**config.mk**
```make
export PLATFORM = sky130hd
export DESIGN_NAME = mc_controller
export DESIGN_NICKNAME = d
export VERILOG_FILES = /design/src/rtl/mc_controller.sv
export SDC_FILE = /design/constraint.sdc
export NUM_CORES = 1
export LEC_CHECK = 0
export ABC_AREA = 1
export CAP_MARGIN = 10
export CORE_MARGIN = 2
export CORE_UTILIZATION = 30
export CTS_CLUSTER_SIZE = 25
export DETAILED_ROUTE_END_ITERATION = 12
export PLACE_DENSITY_LB_ADDON = 0.05
export SLEW_MARGIN = 20
export SYNTH_ARGS = -nofsm -noshare
export SYNTH_HDL_FRONTEND = slang
export SYNTH_SLANG_ARGS = --single-unit
```
**constraint.sdc**
```tcl
create_clock -name clk -period 1.7 [get_ports clk]
set_clock_uncertainty 0.2 [all_clocks]
set_input_delay 0.17 -clock clk [delete_from_list [all_inputs] [get_ports clk]]
set_output_delay 0.17 -clock clk [all_outputs]
set_load 0.02 [all_outputs]
```
**src/rtl/mc_controller.sv**
```systemverilog
// Multicycle RISC-V control unit: Moore sequencer driving the datapath enables and mux selects.
// Optional build macro MEM_WAIT_EN makes FETCH, MEMREAD and MEMWRITE wait on mem_ready.
module mc_controller (
   input  logic       clk,
   input  logic       reset,
   input  logic [6:0] op,
   input  logic       Zero,
   input  logic       mem_ready,
   output logic [1:0] ALUOp,
   output logic [1:0] ALUSrcA,
   output logic [1:0] ALUSrcB,
   output logic [1:0] ResultSrc,
   output logic       AdrSrc,
   output logic [1:0] ImmSrc,
   output logic       IRWrite,
   output logic       PCWrite,
   output logic       RegWrite,
   output logic       MemWrite,
   output logic       illegal_op
);

   localparam logic [6:0] OP_LW   = 7'b0000011;
   localparam logic [6:0] OP_SW   = 7'b0100011;
   localparam logic [6:0] OP_R    = 7'b0110011;
   localparam logic [6:0] OP_I    = 7'b0010011;
   localparam logic [6:0] OP_BEQ  = 7'b1100011;
   localparam logic [6:0] OP_JAL  = 7'b1101111;

   typedef enum logic [3:0] {
      FETCH, DECODE, MEMADR, MEMREAD, MEMWB, MEMWRITE,
      EXECUTER, EXECUTEI, ALUWB, BEQ, JAL
   } state_t;

   typedef struct packed {
      logic [1:0] aluOp;
      logic [1:0] aluSrcA;
      logic [1:0] aluSrcB;
      logic [1:0] resultSrc;
      logic       adrSrc;
      logic       irWrite;
      logic       pcUpdate;
      logic       branch;
      logic       regWrite;
      logic       memWrite;
      logic       isFetch;
      logic       isDecode;
   } ctl_t;

   state_t state;
   state_t nextState;
   ctl_t   ctl;
   logic   ready;
   logic   legalOp;
   logic   fetchStall;

`ifdef MEM_WAIT_EN
   assign ready = mem_ready;
`else
   logic unusedMemReady;
   assign unusedMemReady = mem_ready;
   assign ready = 1'b1;
`endif

   // Control word for each state; registered so outputs come straight from flops.
   function automatic ctl_t decodeState(input state_t s);
      ctl_t c;
      c = '0;
      case (s)
         FETCH: begin
            c.irWrite = 1'b1; c.aluSrcB = 2'b10; c.resultSrc = 2'b10;
            c.pcUpdate = 1'b1; c.isFetch = 1'b1;
         end
         DECODE: begin
            c.aluSrcA = 2'b01; c.aluSrcB = 2'b01; c.isDecode = 1'b1;
         end
         MEMADR: begin
            c.aluSrcA = 2'b10; c.aluSrcB = 2'b01;
         end
         MEMREAD: c.adrSrc = 1'b1;
         MEMWB: begin
            c.resultSrc = 2'b01; c.regWrite = 1'b1;
         end
         MEMWRITE: begin
            c.adrSrc = 1'b1; c.memWrite = 1'b1;
         end
         EXECUTER: begin
            c.aluSrcA = 2'b10; c.aluOp = 2'b10;
         end
         EXECUTEI: begin
            c.aluSrcA = 2'b10; c.aluSrcB = 2'b01; c.aluOp = 2'b10;
         end
         ALUWB: c.regWrite = 1'b1;
         BEQ: begin
            c.aluSrcA = 2'b10; c.aluOp = 2'b01; c.branch = 1'b1;
         end
         JAL: begin
            c.aluSrcA = 2'b01; c.aluSrcB = 2'b10; c.pcUpdate = 1'b1;
         end
         default: c = '0;
      endcase
      return c;
   endfunction

   always_comb begin
      legalOp = 1'b0;
      case (op)
         OP_LW, OP_SW, OP_R, OP_I, OP_BEQ, OP_JAL: legalOp = 1'b1;
         default: legalOp = 1'b0;
      endcase
   end

   // Sequencing: every state advances in one cycle unless it is waiting on memory.
   always_comb begin
      nextState = FETCH;
      case (state)
         FETCH:    nextState = ready ? DECODE : FETCH;
         DECODE: begin
            case (op)
               OP_LW, OP_SW: nextState = MEMADR;
               OP_R:         nextState = EXECUTER;
               OP_I:         nextState = EXECUTEI;
               OP_BEQ:       nextState = BEQ;
               OP_JAL:       nextState = JAL;
               default:      nextState = FETCH;
            endcase
         end
         MEMADR:   nextState = (op == OP_LW) ? MEMREAD : MEMWRITE;
         MEMREAD:  nextState = ready ? MEMWB : MEMREAD;
         MEMWB:    nextState = FETCH;
         MEMWRITE: nextState = ready ? FETCH : MEMWRITE;
         EXECUTER: nextState = ALUWB;
         EXECUTEI: nextState = ALUWB;
         ALUWB:    nextState = FETCH;
         BEQ:      nextState = FETCH;
         JAL:      nextState = ALUWB;
         default:  nextState = FETCH;
      endcase
   end

   always_ff @(posedge clk) begin
      if (reset) begin
         state <= FETCH;
         ctl   <= decodeState(FETCH);
      end else begin
         state <= nextState;
         ctl   <= decodeState(nextState);
      end
   end

   always_comb begin
      ImmSrc = 2'b00;
      case (op)
         OP_SW:   ImmSrc = 2'b01;
         OP_BEQ:  ImmSrc = 2'b10;
         OP_JAL:  ImmSrc = 2'b11;
         default: ImmSrc = 2'b00;
      endcase
   end

   // Write enables are masked while reset is high so an aborted instruction commits nothing.
   assign fetchStall = ctl.isFetch & ~ready;
   assign ALUOp      = ctl.aluOp;
   assign ALUSrcA    = ctl.aluSrcA;
   assign ALUSrcB    = ctl.aluSrcB;
   assign ResultSrc  = ctl.resultSrc;
   assign AdrSrc     = ctl.adrSrc;
   assign IRWrite    = ctl.irWrite & ~fetchStall & ~reset;
   assign PCWrite    = ((ctl.pcUpdate & ~fetchStall) | (ctl.branch & Zero)) & ~reset;
   assign RegWrite   = ctl.regWrite & ~reset;
   assign MemWrite   = ctl.memWrite & ~reset;
   assign illegal_op = ctl.isDecode & ~legalOp & ~reset;

endmodule

```
# After elaboration in Yosys (flattened, before gate mapping)
# Index checks and enable logic that the tools add are counted.
[classes]
add_sub_neg = 0
multipliers = 0
div = 0
magnitude_cmp = 0
eq_ne = 22
n_shift = 0
mux = 16
bitwise = 10
reduce_logical = 12
[op_table]
columns = ["op", "n"]
rows = [
  ["one-hot mux 4 bit (5 select lines)", 2],
  ["equality test 4 x 3 -> 1 bit (second input constant)", 6],
  ["equality test 4 x 2 -> 1 bit (second input constant)", 4],
  ["equality test 4 bit (second input constant)", 4],
  ["one-hot mux 2 bit (2 select lines)", 4],
  ["equality test 7 x 6 -> 1 bit (second input constant)", 2],
  ["equality test 7 bit (second input constant)", 2],
  ["OR reduction 2 bit", 6],
  ["equality test 4 x 1 -> 1 bit (second input constant)", 2],
  ["logical NOT 4 bit", 2],
  ["two-way mux 1 bit", 8],
  ["bitwise AND 1 bit", 7],
  ["equality test 7 x 2 -> 1 bit (second input constant)", 1],
  ["equality test 7 x 5 -> 1 bit (second input constant)", 1],
  ["one-hot mux 2 bit (3 select lines)", 1],
  ["OR reduction 3 bit", 2],
  ["OR reduction 6 bit", 1],
  ["OR reduction 4 bit", 1],
  ["two-way mux 3 bit", 1],
  ["NOT 1 bit", 2],
  ["bitwise OR 1 bit", 1],
]
[word_totals]
register_bits = 19
latch_bits = 0
ram_bits = 0
romBits = 0
in_bits = 11
output_inout_bits = 16
word_cells = 72
mem_count = 0

# Logic depth before layout (Yosys ltp)
# Gate-level depths: netlist of run 1.
[depth]
ltp_word = 7
mapped_depth = 12
ltp_nobuf = 12

# Least setup slack after synthesis of run 1
# OpenSTA, ideal clock, no wires.
[synth_timing]
path_type = "register -> register"
from = "register state[3]"
to = "register ctl (netlist bit ALUSrcB[0])"
setup_time_ns = 0.109
arrival_ns = 1.100
t_required_ns = 1.391
path_slack_ns = 0.292
path_stages_with_launch = 11
path_buffers = 0
synth_period_minus_slack_ns = 1.408
cell_sequence = "dfxtp_1 > nor2_2 > inv_2 > nor2_4 > nand3_1 > o21ai_2 > inv_2 > nand3_1 > nand3_1 > nand2_1 > inv_1"
[synth_between]
elab_chain_len = 6
[synth_rtl]
columns = ["item", "line_no", "source"]
rows = [
  ["start, declared", "49", "state_t state;"],
  ["start signal, assigned", "145", "state <= nextState;"],
  ["equality test 4 bit / equality test 4 x 3 -> 1 bit (equally long branches)", "115", "case (state)"],
  ["OR reduction 3 bit (no source line)", "n/a", ""],
  ["one-hot mux 4 bit (5 select lines) *", "115", ""],
  ["equality test 4 x 3 -> 1 bit, or another cell as far along", "68", "case (s)"],
  ["OR reduction 3 bit (no source line) / OR reduction 2 bit (equally long branches)", "n/a", ""],
  ["one-hot mux 2 bit (2 select lines) *", "68", ""],
  ["end signal, assigned", "143", "ctl <= decodeState(FETCH);"],
  ["end signal, assigned", "146", "ctl <= decodeState(nextState);"],
  ["end, declared", "51", "ctl_t ctl;"],
]
# Every way passes the cells marked *; elsewhere a longest branch is shown, timed or not.
# A chain may end at the register's enable or synchronous reset.

# Worst setup path in the final report of run 1
[layout_timing]
from = "register ctl (netlist bit ResultSrc[1])"
to = "output ResultSrc[1]"
[layout_rtl]
columns = ["item", "line_no", "source"]
rows = [
  ["end, declared", "12", "output logic [1:0] ResultSrc,"],
]
# No word-level cell between the ends.

==> flow_summary.yaml, run 1 <==
critical_path:
  r2r.worst_path.cells: 10
  cp.required_ps: 1330
  crit_chain: "clkdlybuf4s50_1"
  slowest_stage: "clkdlybuf4s50_1"
  worst_r2r_endpoint: "ALUSrcB[0]"
  crit_family: "buffers and inverters"
  cp.arrival_ps: 1230
  r2r-start: "state[3]"
  startpoint_type: "flop"
  worstPathMaxFanout: 2
  slowest_delay_ps: 600
  end_kind: "primary output"
  path_class: "reg2out"
  crit_buf_inv: 1
  reg2reg_slack_ps: 150
cells_and_area:
  finalNetCount: 167
  final_cell_mix: "buf_4 (18), dfxtp_1 (16), nor2_1 (15)"
  final_common_cell: "buf_4"
  final_area_um2: 1260
  stdcell_count: 186
  syn2layout_area_growth_pct: 45.2
  n_antenna_cell: 0
  drive_gt1_frac: 0.342
  fin_util: 0.456
floorplan:
  io_pins: 27
  die_x_um: 57.8
  core_um2: 2760
  initial_utilization: 0.314
  dieArea_um2: 3340
  die_h_um: 57.8
  rows: 19
sta:
  setup_viol: 0
  final-max-slew-violation-count: 0
  min_period_ps: 1600
  hold_violations: 0
  period_share: 0.942
  timing.final.ws_setup_ps: 98.9
  grt_setup_unrepaired: "false"
  worst_slew_pin_slew_ps: 232
  fin_setup_tns_ps: 0
  fmax_mhz: 625
  max-slew-margin-rel: 0.845
route:
  drc: 0
  routed_wirelength_mm: 1.82
  vias: 799
  wl_per_cell_um: 9.77
  drt_iter0_drc: 20
  drt_pass1_iterations: 4
  ant_nets: 0
  vias_per_cell: 4.30
worst_hold_path:
  min_to: "ALUOp[1]"
  min_path_cells: 8
  worstHoldStart: "op[4]"
  hold_path.class: "in2reg"
outcome:
  outcome: "completed"
clocking:
  clk_latency_ps: 290
  hold_buffers: 0
  h-tree-depth: 1
  clock_path_buffers: 2
  cts_sinks: 16
  clockRootBuffer: "clkbuf_4"
  cts_tree: "yes"
  cts_buffers: 3
  clkTransAtPathRegs_ps: 90
pwr:
  powerDensity_nw_per_um2: 628
  p_leak_nw: 0.670
  ir_drop_mv: 0.486
global_route:
  grt_pass1_vias: 714
  grt-ovfl-total: 0
  antenna_found_initial: 0
  grt_max_degree: 10
  grtUsageTotal: 0.120
  grt_pass1_wl_mm: 3.02
placement:
  place_area_um2: 1200
  place_congestion: 0.769
  port_buffers: 25
  dpl.hpwl_mm: 1.50
  place_ws_ps: -487
  placedCellCount: 180
yosys:
  netlist_area_um2: 867
  yosys_warnings: 0
  syn_inst: 118
  async_flop_share: 0
  synth_nets: 129
  yosysSeqAreaShare: 0.369
  syn_area_per_cell_um2: 7.35
  synth_seq_cells: 16
  synth_edf_count: 0
  synth_flop_cell: "dfxtp_1"
  yosysUniqueCellTypes: 22
run:
  maxCapViolCount: 0
-- metrics by stage --
step,hold slack [ps],power (mW)
4_1_cts,386,0.802
6_report,338,0.791
3_3_place_gp,345,0.553
3_5_place_dp,365,0.554
2_1_floorplan,38.6,0.480
5_1_grt,388,0.833
-- cell type report --
cell class / instances / area, µm²
Sequential cell: 16 / 320
Tap cell: 31 / 38.8
Clock buffer: 4 / 36.3
Multi-Input combinational cell: 72 / 404
Inverter: 21 / 78.8
Timing Repair Buffer: 42 / 380
Fill cell: 301 / 1500
-- worst max-delay path by stage --
| stage | start | endpoint | slack (ps) | cells past startpoint |
|---|---|---|---|---|
| detailed placement | op[4] | illegal_op | -490 | 8 |
| finish | ResultSrc[1] | ResultSrc[1] | 100 | 1 |
| CTS | op[4] | illegal_op | -40 | 8 |
| floorplan | state[3] | ALUSrcB[0] | 290 | 10 |
| global placement | op[4] | illegal_op | -480 | 8 |
| global route | state[3] | ALUSrcB[0] | 20 | 10 |
-- flip-flops by register name, summed over array words and instances, names as in the netlist --
name and count:
AdrSrc 1, ALUSrcB 1, state 4, ResultSrc 2, ALUOp 1, ctl 5
ALUSrcA 2
-- synth_stat cells (2+ instances only) --
master	instances	share of area
dfxtp_1	16	0.37
nor2_1	15	0.065
inv_1	14	0.061
nand3_1	14	0.081
nand2_1	12	0.052
nand2_2	10	0.072
buf_4	8	0.069
inv_2	7	0.030
a21oi_1	3	0.017
nor2_2	3	0.022
nor2_4	3	0.039
nand4_1	2	0.014
o21ai_0	2	0.012
-- cells by family after synthesis --
| logic type | Yosys count | synth area share |
|---|---|---|
| and+or+nand+nor | 62 | 0.382 |
| AOI/OAI and AO/OA | 10 | 0.0837 |
| DFF | 16 | 0.369 |
| buffers and inverters | 30 | 0.165 |
-- metal layers --
metal | routed length [µm] | up-vias | global-route usage
met4 | 27 | 0 | 0.0498
met3 | 108 | 5 | 0.0402
met1 | 858 | 345 | 0.150
met2 | 824 | 18 | 0.188
met5 | 0 | - | 0
li1 | - | 431 | -
-- power by group --
part           total, mW  internal [mW]  switching (mW)
Sequential         0.393          0.387         0.00689
Clock              0.251          0.131           0.120
Combinational      0.147         0.0725          0.0740
-- worst min-delay path, stage by stage --
cell and delay [ps]:
dlymetal6s2s_1 130, nor2_2 70, nand2_2 60, buf_4 110
o21ai_4 60, nand3_4 80, nand2_1 70, inv_1 50
-- what timing repair did --
action	4_1_cts	5_1_grt
gates resized for setup	17	7
endpoints found under the setup margin	7	9
endpoints found under the hold margin	0	0
setup buffers	0	2
pin swaps	0	5
No activity file was read; power rests on OpenSTA's default activity.
==> run 2, diff against run 1 <==
Settings changed: CAP_MARGIN 10 to 20.
==> results of run 2 <==
Final layout, timing and power as in run 1 (identical DEF).
